<file path="config.mk">
export PLATFORM = sky130hd
export DESIGN_NAME = load_bin
export DESIGN_NICKNAME = d
export VERILOG_FILES = /design/src/rtl/load_bin.sv
export SDC_FILE = /design/constraint.sdc
export NUM_CORES = 1
export LEC_CHECK = 0
export ABC_AREA = 1
export CELL_PAD_IN_SITES_DETAIL_PLACEMENT = 1
export CELL_PAD_IN_SITES_GLOBAL_PLACEMENT = 1
export CORE_UTILIZATION = 45
export DETAILED_ROUTE_END_ITERATION = 12
export DONT_BUFFER_PORTS = 1
export PLACE_DENSITY_LB_ADDON = 0.1
export SLEW_MARGIN = 5
export SYNTH_ARGS = -nofsm -noshare
export SYNTH_HDL_FRONTEND = slang
export SYNTH_SLANG_ARGS = --single-unit
</file>
<file path="constraint.sdc">
create_clock -name clk -period 15.3 [get_ports clk]
set_input_delay 3.06 -clock clk [delete_from_list [all_inputs] [get_ports clk]]
set_output_delay 3.06 -clock clk [all_outputs]
set_load 0.05 [all_outputs]
</file>
<file path="src/rtl/load_bin.sv">
// load_bin: streams one bin out of the clause, var-bin, var-state and
// lvl-state BRAMs into the SAT engine's load inputs.
// One address per slot is issued per cycle, then a short drain lets the
// two-deep var indirection (var id -> var state) finish before done_load.
// Optional build macro: LOAD_BIN_FREE_VAR_MASK_EN -- when defined, a var id
// of 0 marks an empty slot and that slot's loaded state is forced to 0.
module load_bin #(
  parameter int NUM_CLAUSES_A_BIN      = 8,
  parameter int NUM_VARS_A_BIN         = 8,
  parameter int NUM_LVLS_A_BIN         = 8,
  parameter int WIDTH_CLAUSES          = NUM_VARS_A_BIN * 2,
  parameter int WIDTH_VARS             = 12,
  parameter int WIDTH_LVL              = 16,
  parameter int WIDTH_BIN_ID           = 10,
  parameter int WIDTH_VAR_STATES       = 30,
  parameter int WIDTH_LVL_STATES       = 30,
  parameter int ADDR_WIDTH_CLAUSES     = 9,
  parameter int ADDR_WIDTH_VARS        = 9,
  parameter int ADDR_WIDTH_VARS_STATES = 9,
  parameter int ADDR_WIDTH_LVLS_STATES = 9
) (
  input  logic                                        clk,
  input  logic                                        rst,
  input  logic                                        start_load,
  input  logic [WIDTH_BIN_ID-1:0]                     cur_bin_num_i,
  input  logic [WIDTH_LVL-1:0]                        base_lvl_i,
  output logic                                        apply_load_o,
  output logic                                        done_load,
  output logic [NUM_CLAUSES_A_BIN-1:0]                wr_carray_o,
  output logic [WIDTH_CLAUSES-1:0]                    clause_o,
  output logic [WIDTH_VAR_STATES*NUM_VARS_A_BIN-1:0]  var_state_o,
  output logic [WIDTH_LVL_STATES*NUM_LVLS_A_BIN-1:0]  lvl_states_o,
  output logic [ADDR_WIDTH_CLAUSES-1:0]               ram_addr_c_o,
  input  logic [WIDTH_CLAUSES-1:0]                    ram_data_c_i,
  output logic [ADDR_WIDTH_VARS-1:0]                  ram_addr_v_o,
  input  logic [WIDTH_VARS-1:0]                       ram_data_v_i,
  output logic [ADDR_WIDTH_VARS_STATES-1:0]           ram_addr_vs_o,
  input  logic [WIDTH_VAR_STATES-1:0]                 ram_data_vs_i,
  output logic [ADDR_WIDTH_LVLS_STATES-1:0]           ram_addr_l_state_o,
  input  logic [WIDTH_LVL_STATES-1:0]                 ram_data_l_state_i
);

  localparam int N_CV = (NUM_CLAUSES_A_BIN > NUM_VARS_A_BIN) ? NUM_CLAUSES_A_BIN : NUM_VARS_A_BIN;
  localparam int N    = (N_CV > NUM_LVLS_A_BIN) ? N_CV : NUM_LVLS_A_BIN;
  localparam int CW   = (N > 1) ? $clog2(N) : 1;
  localparam logic [CW-1:0] LAST_SLOT = CW'(N - 1);
  localparam logic [CW-1:0] C_LAST    = CW'(NUM_CLAUSES_A_BIN - 1);
  localparam logic [CW-1:0] V_LAST    = CW'(NUM_VARS_A_BIN - 1);
  localparam logic [CW-1:0] L_LAST    = CW'(NUM_LVLS_A_BIN - 1);

  typedef enum logic [1:0] {IDLE = 2'd0, ISSUE = 2'd1, DRAIN = 2'd2, DONE = 2'd3} state_t;

  state_t                  state;
  logic [CW-1:0]           cnt;
  logic [1:0]              drain_cnt;
  logic [WIDTH_BIN_ID-1:0] bin_r;
  logic [WIDTH_LVL-1:0]    base_r;

  // slot address to present next cycle
  logic                              issue_s;
  logic [CW-1:0]                     slot_s;
  logic [WIDTH_BIN_ID-1:0]           bin_s;
  logic [WIDTH_LVL-1:0]              base_s;
  logic [ADDR_WIDTH_CLAUSES-1:0]     c_addr_s;
  logic [ADDR_WIDTH_VARS-1:0]        v_addr_s;
  logic [ADDR_WIDTH_LVLS_STATES-1:0] l_addr_s;

  // pipeline: stage 1 address out, stage 2 clause/lvl/var-id data back,
  // stage 3 var-state address out, stage 4 var-state data back
  logic          issue_r;
  logic [CW-1:0] slot_r;
  logic          lvl_valid_r;
  logic          id_valid_r;
  logic [CW-1:0] s2_slot_r;
  logic          vs_valid_r;
  logic [CW-1:0] s3_slot_r;
  logic          st_valid_r;
  logic [CW-1:0] s4_slot_r;
  logic [WIDTH_VAR_STATES-1:0]               var_word_s;
  logic [WIDTH_LVL_STATES*NUM_LVLS_A_BIN-1:0] lvl_reg;

`ifdef LOAD_BIN_FREE_VAR_MASK_EN
  logic s3_free_r;
  logic s4_free_r;
`else
  logic unused_id_s;
  assign unused_id_s = ^ram_data_v_i;
`endif

  // decode which slot (if any) gets its address on the next clock
  always_comb begin
    issue_s = 1'b0;
    slot_s  = '0;
    bin_s   = bin_r;
    base_s  = base_r;
    case (state)
      IDLE: begin
        if (start_load) begin
          issue_s = 1'b1;
          bin_s   = cur_bin_num_i;
          base_s  = base_lvl_i;
        end else begin
          issue_s = 1'b0;
        end
      end
      ISSUE: begin
        if (cnt != LAST_SLOT) begin
          issue_s = 1'b1;
          slot_s  = cnt + CW'(1);
        end else begin
          issue_s = 1'b0;
        end
      end
      default: issue_s = 1'b0;
    endcase
    c_addr_s = ADDR_WIDTH_CLAUSES'(32'(bin_s) * 32'(NUM_CLAUSES_A_BIN) + 32'(slot_s));
    v_addr_s = ADDR_WIDTH_VARS'(32'(bin_s) * 32'(NUM_VARS_A_BIN) + 32'(slot_s));
    l_addr_s = ADDR_WIDTH_LVLS_STATES'(32'(base_s) + 32'(slot_s));
  end

  // load sequencer: IDLE -> ISSUE (N cycles) -> DRAIN (3 cycles) -> DONE
  always_ff @(posedge clk) begin
    if (!rst) begin
      state        <= IDLE;
      cnt          <= '0;
      drain_cnt    <= 2'd0;
      bin_r        <= '0;
      base_r       <= '0;
      apply_load_o <= 1'b0;
      done_load    <= 1'b0;
    end else begin
      done_load <= 1'b0;
      case (state)
        IDLE: begin
          if (start_load) begin
            state        <= ISSUE;
            cnt          <= '0;
            bin_r        <= cur_bin_num_i;
            base_r       <= base_lvl_i;
            apply_load_o <= 1'b1;
          end
        end
        ISSUE: begin
          if (cnt == LAST_SLOT) begin
            state     <= DRAIN;
            drain_cnt <= 2'd0;
          end else begin
            cnt <= cnt + CW'(1);
          end
        end
        DRAIN: begin
          if (drain_cnt == 2'd2) begin
            state     <= DONE;
            done_load <= 1'b1;
          end else begin
            drain_cnt <= drain_cnt + 2'd1;
          end
        end
        DONE: begin
          state        <= IDLE;
          apply_load_o <= 1'b0;
        end
        default: state <= IDLE;
      endcase
    end
  end

  // BRAM read addresses and the per-slot data pipeline
  always_ff @(posedge clk) begin
    if (!rst) begin
      issue_r            <= 1'b0;
      slot_r             <= '0;
      ram_addr_c_o       <= '0;
      ram_addr_v_o       <= '0;
      ram_addr_l_state_o <= '0;
      wr_carray_o        <= '0;
      lvl_valid_r        <= 1'b0;
      id_valid_r         <= 1'b0;
      s2_slot_r          <= '0;
      vs_valid_r         <= 1'b0;
      ram_addr_vs_o      <= '0;
      s3_slot_r          <= '0;
      st_valid_r         <= 1'b0;
      s4_slot_r          <= '0;
`ifdef LOAD_BIN_FREE_VAR_MASK_EN
      s3_free_r          <= 1'b0;
      s4_free_r          <= 1'b0;
`endif
    end else begin
      issue_r            <= issue_s;
      slot_r             <= slot_s;
      ram_addr_c_o       <= (issue_s && slot_s <= C_LAST) ? c_addr_s : '0;
      ram_addr_v_o       <= (issue_s && slot_s <= V_LAST) ? v_addr_s : '0;
      ram_addr_l_state_o <= (issue_s && slot_s <= L_LAST) ? l_addr_s : '0;
      wr_carray_o        <= (issue_r && slot_r <= C_LAST) ?
                            (NUM_CLAUSES_A_BIN'(1) << slot_r) : '0;
      lvl_valid_r        <= issue_r && (slot_r <= L_LAST);
      id_valid_r         <= issue_r && (slot_r <= V_LAST);
      s2_slot_r          <= slot_r;
      vs_valid_r         <= id_valid_r;
      ram_addr_vs_o      <= id_valid_r ? ram_data_v_i[ADDR_WIDTH_VARS_STATES-1:0] : '0;
      s3_slot_r          <= s2_slot_r;
      st_valid_r         <= vs_valid_r;
      s4_slot_r          <= s3_slot_r;
`ifdef LOAD_BIN_FREE_VAR_MASK_EN
      s3_free_r          <= id_valid_r && (ram_data_v_i == '0);
      s4_free_r          <= s3_free_r;
`endif
    end
  end

  // var-state word for the slot whose data is arriving now
  always_comb begin
    var_word_s = ram_data_vs_i;
`ifdef LOAD_BIN_FREE_VAR_MASK_EN
    if (s4_free_r) begin
      var_word_s = '0;
    end else begin
      var_word_s = ram_data_vs_i;
    end
`endif
  end

  // loaded var/lvl state storage: cleared on accepted start, held afterwards
  always_ff @(posedge clk) begin
    if (!rst) begin
      var_state_o <= '0;
      lvl_reg     <= '0;
    end else if (state == IDLE && start_load) begin
      var_state_o <= '0;
      lvl_reg     <= '0;
    end else begin
      if (st_valid_r) begin
        var_state_o[s4_slot_r*WIDTH_VAR_STATES +: WIDTH_VAR_STATES] <= var_word_s;
      end
      if (lvl_valid_r) begin
        lvl_reg[s2_slot_r*WIDTH_LVL_STATES +: WIDTH_LVL_STATES] <= ram_data_l_state_i;
      end
    end
  end

  // lvl slot becomes visible the cycle its BRAM data arrives
  always_comb begin
    lvl_states_o = lvl_reg;
    if (lvl_valid_r) begin
      lvl_states_o[s2_slot_r*WIDTH_LVL_STATES +: WIDTH_LVL_STATES] = ram_data_l_state_i;
    end else begin
      lvl_states_o = lvl_reg;
    end
  end

  // clause word passes straight from the BRAM, qualified by the strobe
  always_comb begin
    clause_o = '0;
    if (|wr_carray_o) begin
      clause_o = ram_data_c_i;
    end else begin
      clause_o = '0;
    end
  end

endmodule
</file>
==> flow_summary.yaml <==
global_route:
  grt_antenna_before_repair: 7
  grtUsageTotal_pct: 41.6
  grt_pass1_wl_mm: 241
  grt_start_max_net_pins: 184
  grt_pass1_vias: 36800
  globalRouteOverflowTotal: 0
critical_path:
  path_cells: "buf_4 -> inv_1 -> buf_4 -> fa_1 -> xor2_1 -> ha_1 -> inv_1 -> nand2_1 -> nand2_1 -> nand2_2 -> nor2_4 -> nand3_4 -> nand3_2 -> nor2_2 -> nand3_2 -> inv_1 -> nand2_1 -> a21oi_1 -> nor2_1 -> nor2_1"
  timing.critical_path.slowest_cell_delay_ps: 810
  regToRegSetupSlack_ps: 8750
  slowest_stage_cell_cp: "sky130_fd_sc_hd__nor2_1"
  timing.rr.end: "lvl_reg[128]"
  regToRegStartpoint: "s2_slot_r[0]"
  critical_path.startpoint_type: "register"
  critical_path.endpoint_type: "primary output"
  worst_ep_arrival_time_ps: 7220
  rr_worst_depth: 25
  setup.worst_path.class: "reg2out"
  worst-endpoint-required_ps: 12240
  critPathMaxFanout: 86
worst_hold_path:
  hp-class: "reg2reg"
  whs_endpoint: "s4_slot_r[0]"
  holdPathStages: 2
  min_from: "s3_slot_r[0]"
placement:
  dp.final_hpwl_mm: 123
  detailed_place.area_um2: 34200
  port_buffers: 0
  place_congestion: 1.03
sta:
  fmax_mhz: 97.3
  tightestPinTransition_ps: 1240
  rsz0062_at_grt: "no"
  timing.slew.headroom_pct: 16.4
  hold_viol: 0
  fin_tns_setup_ps: 0
  layout_min_cycle_time_ps: 10280
  fin_crit_sh_pct: 67.2
  final_max_slew_viol_count: 0
  finalClockSkew_ps: 28.0
  setup_viol: 0
clock_network:
  clock_path_buffers: 3
  cts-buffers-inserted: 68
  insertion_delay_ps: 640
  numClockSinks: 555
  clockRootBuffer: "sky130_fd_sc_hd__clkbuf_16"
  cts.reportedPaths.clkPinSlew_ps: 60
  post_cts.resized_instances: 0
  tritoncts: "yes"
  post_cts_setup_buffer_count: 0
  holdBufCountCts: 0
  cts_max_level: 3
logic_synthesis:
  synth_top_cells_by_area: "sky130_fd_sc_hd__dfxtp_1 (33%), sky130_fd_sc_hd__nand2_1 (15%), sky130_fd_sc_hd__nand3_1 (10%)"
  syn_area_per_cell_um2: 6.11
  ys_types: 64
  post_synthesis_register_bit_count: 555
  yosysTopAreaCellShare_pct: 32.7
  synthDominantAreaCellType: "sky130_fd_sc_hd__dfxtp_1"
  yosys.cell_count.top_type: "sky130_fd_sc_hd__nand2_1"
  synth.yosys.warnings: 0
  synth_common_cells: "sky130_fd_sc_hd__nand2_1 (1,358), sky130_fd_sc_hd__nand3_1 (707), sky130_fd_sc_hd__nor2_1 (702), sky130_fd_sc_hd__inv_1 (675), sky130_fd_sc_hd__dfxtp_1 (555)"
  ys.flop_type: "sky130_fd_sc_hd__dfxtp_1"
  netlist_instances: 5560
  netlist_area_um2: 34000
  async_flop_share_pct: 0
  synth_sequential_area_ratio_pct: 32.7
  synth_edf_count: 0
  synth_fp_nets: 5708
power_and_ir_drop:
  switching_power_mw: 2.67
  p_leak_nw: 17.5
  peak_vdd_ir_v: 0.000110
  power_switching_share_pct: 48.2
  internal_power_mw: 2.86
  power.density_nw_per_um2: 152
  seq_power_share_pct: 29.0
  pwr-share-clk_pct: 30.3
  power.combinational.fraction_pct: 40.7
final_layout:
  multiInputGateArea_um2: 18800
  register_area_um2: 11100
  design_area_um2: 36500
  area_delta_synth_final_pct: 7.26
  filler_cell_count: 10300
  post_route_cells_drive_above_1_share_pct: 7.08
  fin_nets: 5523
detailed_routing:
  routed_wire_length_per_instance_um: 25.8
  first_iter_violations: 3969
  detailedRoute.firstPassIterationCount: 8
  drc: 0
  avgViaCountPerCell: 5.99
  ant_nets: 0
  detailroute.via_count: 38300
  wirelength_mm: 165
die:
  initial_utilization_pct: 45.6
  floorplan.die.width_um: 277
  num_io_pins: 659
  dieArea_um2: 76700
  die_height_um: 277
  floorplan.core_area_um2: 74600
  placementRows: 100
outcome:
  run_status: "completed"
run:
  max_cap_viol_count: 0
how the worst max path moves through the flow:
stage / startpoint / end / slack (ps) / cells after the start
after floorplan: ram_data_l_state_i[11] / lvl_states_o[109] / 7520 / 7
after global placement: s2_slot_r[0] / lvl_states_o[142] / 6130 / 20
after detailed placement: s2_slot_r[0] / lvl_states_o[142] / 5950 / 20
after CTS: s2_slot_r[0] / lvl_states_o[142] / 5280 / 20
after global routing: s2_slot_r[0] / lvl_states_o[142] / 4750 / 20
final: s2_slot_r[0] / lvl_states_o[142] / 5020 / 20
logic make-up after synthesis:
logic type,after synthesis,share of synthesized area [%]
AO/OA/AOI/OAI,748,12.3
buffers and inverters,1026,12.2
XOR/XNOR,5,0.151
flip-flops,555,32.7
AND/OR/NAND/NOR,3190,41.2
multiplexers,5,0.184
adder cells (fa/ha/maj),31,1.27
through the flow:
step | utilization (%) | hold WS (ps) | std cells | setup WS (ps) | power (mW)
floorplan | - | 390 | 5560 | 7520 | 3.12
global placement | 45.8 | 393 | 6274 | 6130 | 3.76
global route | 48.9 | 444 | 6392 | 4750 | 5.71
finish | 48.9 | 411 | 6396 | 5020 | 5.53
detailed placement | 45.8 | 402 | 6274 | 5950 | 3.78
CTS | 48.9 | 410 | 6391 | 5280 | 5.45
per-layer routing:
metal  share of wire [%]  GRT usage, %  vias up
met1                  40          52.2    18500
li1                    -             -    17500
met4                 5.9          22.6        8
met3                  12          13.7      431
met5               0.031             0        -
met2                  43          62.9     1918
final cells by class:
class,count,share of cell area (%)
multi-input cells,3979,51.5
flip-flops and latches,555,30.5
inverters,730,7.57
clock buffers,95,5.30
well taps,969,3.32
clock inverters,22,0.913
repair buffers,41,0.878
diodes,5,0.0343
power by group through the flow:
stage	sequential [mW]	combinational [mW]	clock [mW]
after floorplan	1.60	1.51	0
after global placement	1.63	2.12	0
after detailed placement	1.63	2.15	0
after CTS	1.60	2.16	1.69
after global routing	1.60	2.36	1.74
final	1.60	2.25	1.67
placed cells by master, fill, tap and decap left out, drive strengths merged:
master    instances
dfxtp           555
o22ai            14
o211a             1
o221ai            1
clkinvlp          5
o211ai           44
nand3b            2
a211oi            7
nand3           716
fa                6
nand4           132
a21boi            4
a22oi             1
clkinv           13
xor2              3
a21oi           241
nand2          1375
nor2            751
inv             729
o21a             42
mux2i             5
diode             5
a31oi            31
buf              41
or2             118
o2111ai           1
bufinv            5
xnor2             2
clkbuf           95
ha               25
and2             14
nor4             17
o21ai           353
o21bai            2
o31ai             5
a41oi             1
nor3             65
worst max-delay path, delay by kind of cell, from the launching register on:
family | cells | cell delay, ps
and+or+nand+nor | 11 | 3410
buffers and inverters | 5 | 1190
AOI/OAI and AO/OA | 1 | 570
adders and majority gates | 2 | 870
xor gates and xnor gates | 1 | 190
DFF | 1 | 310
No activity file was read; power rests on OpenSTA's default activity.
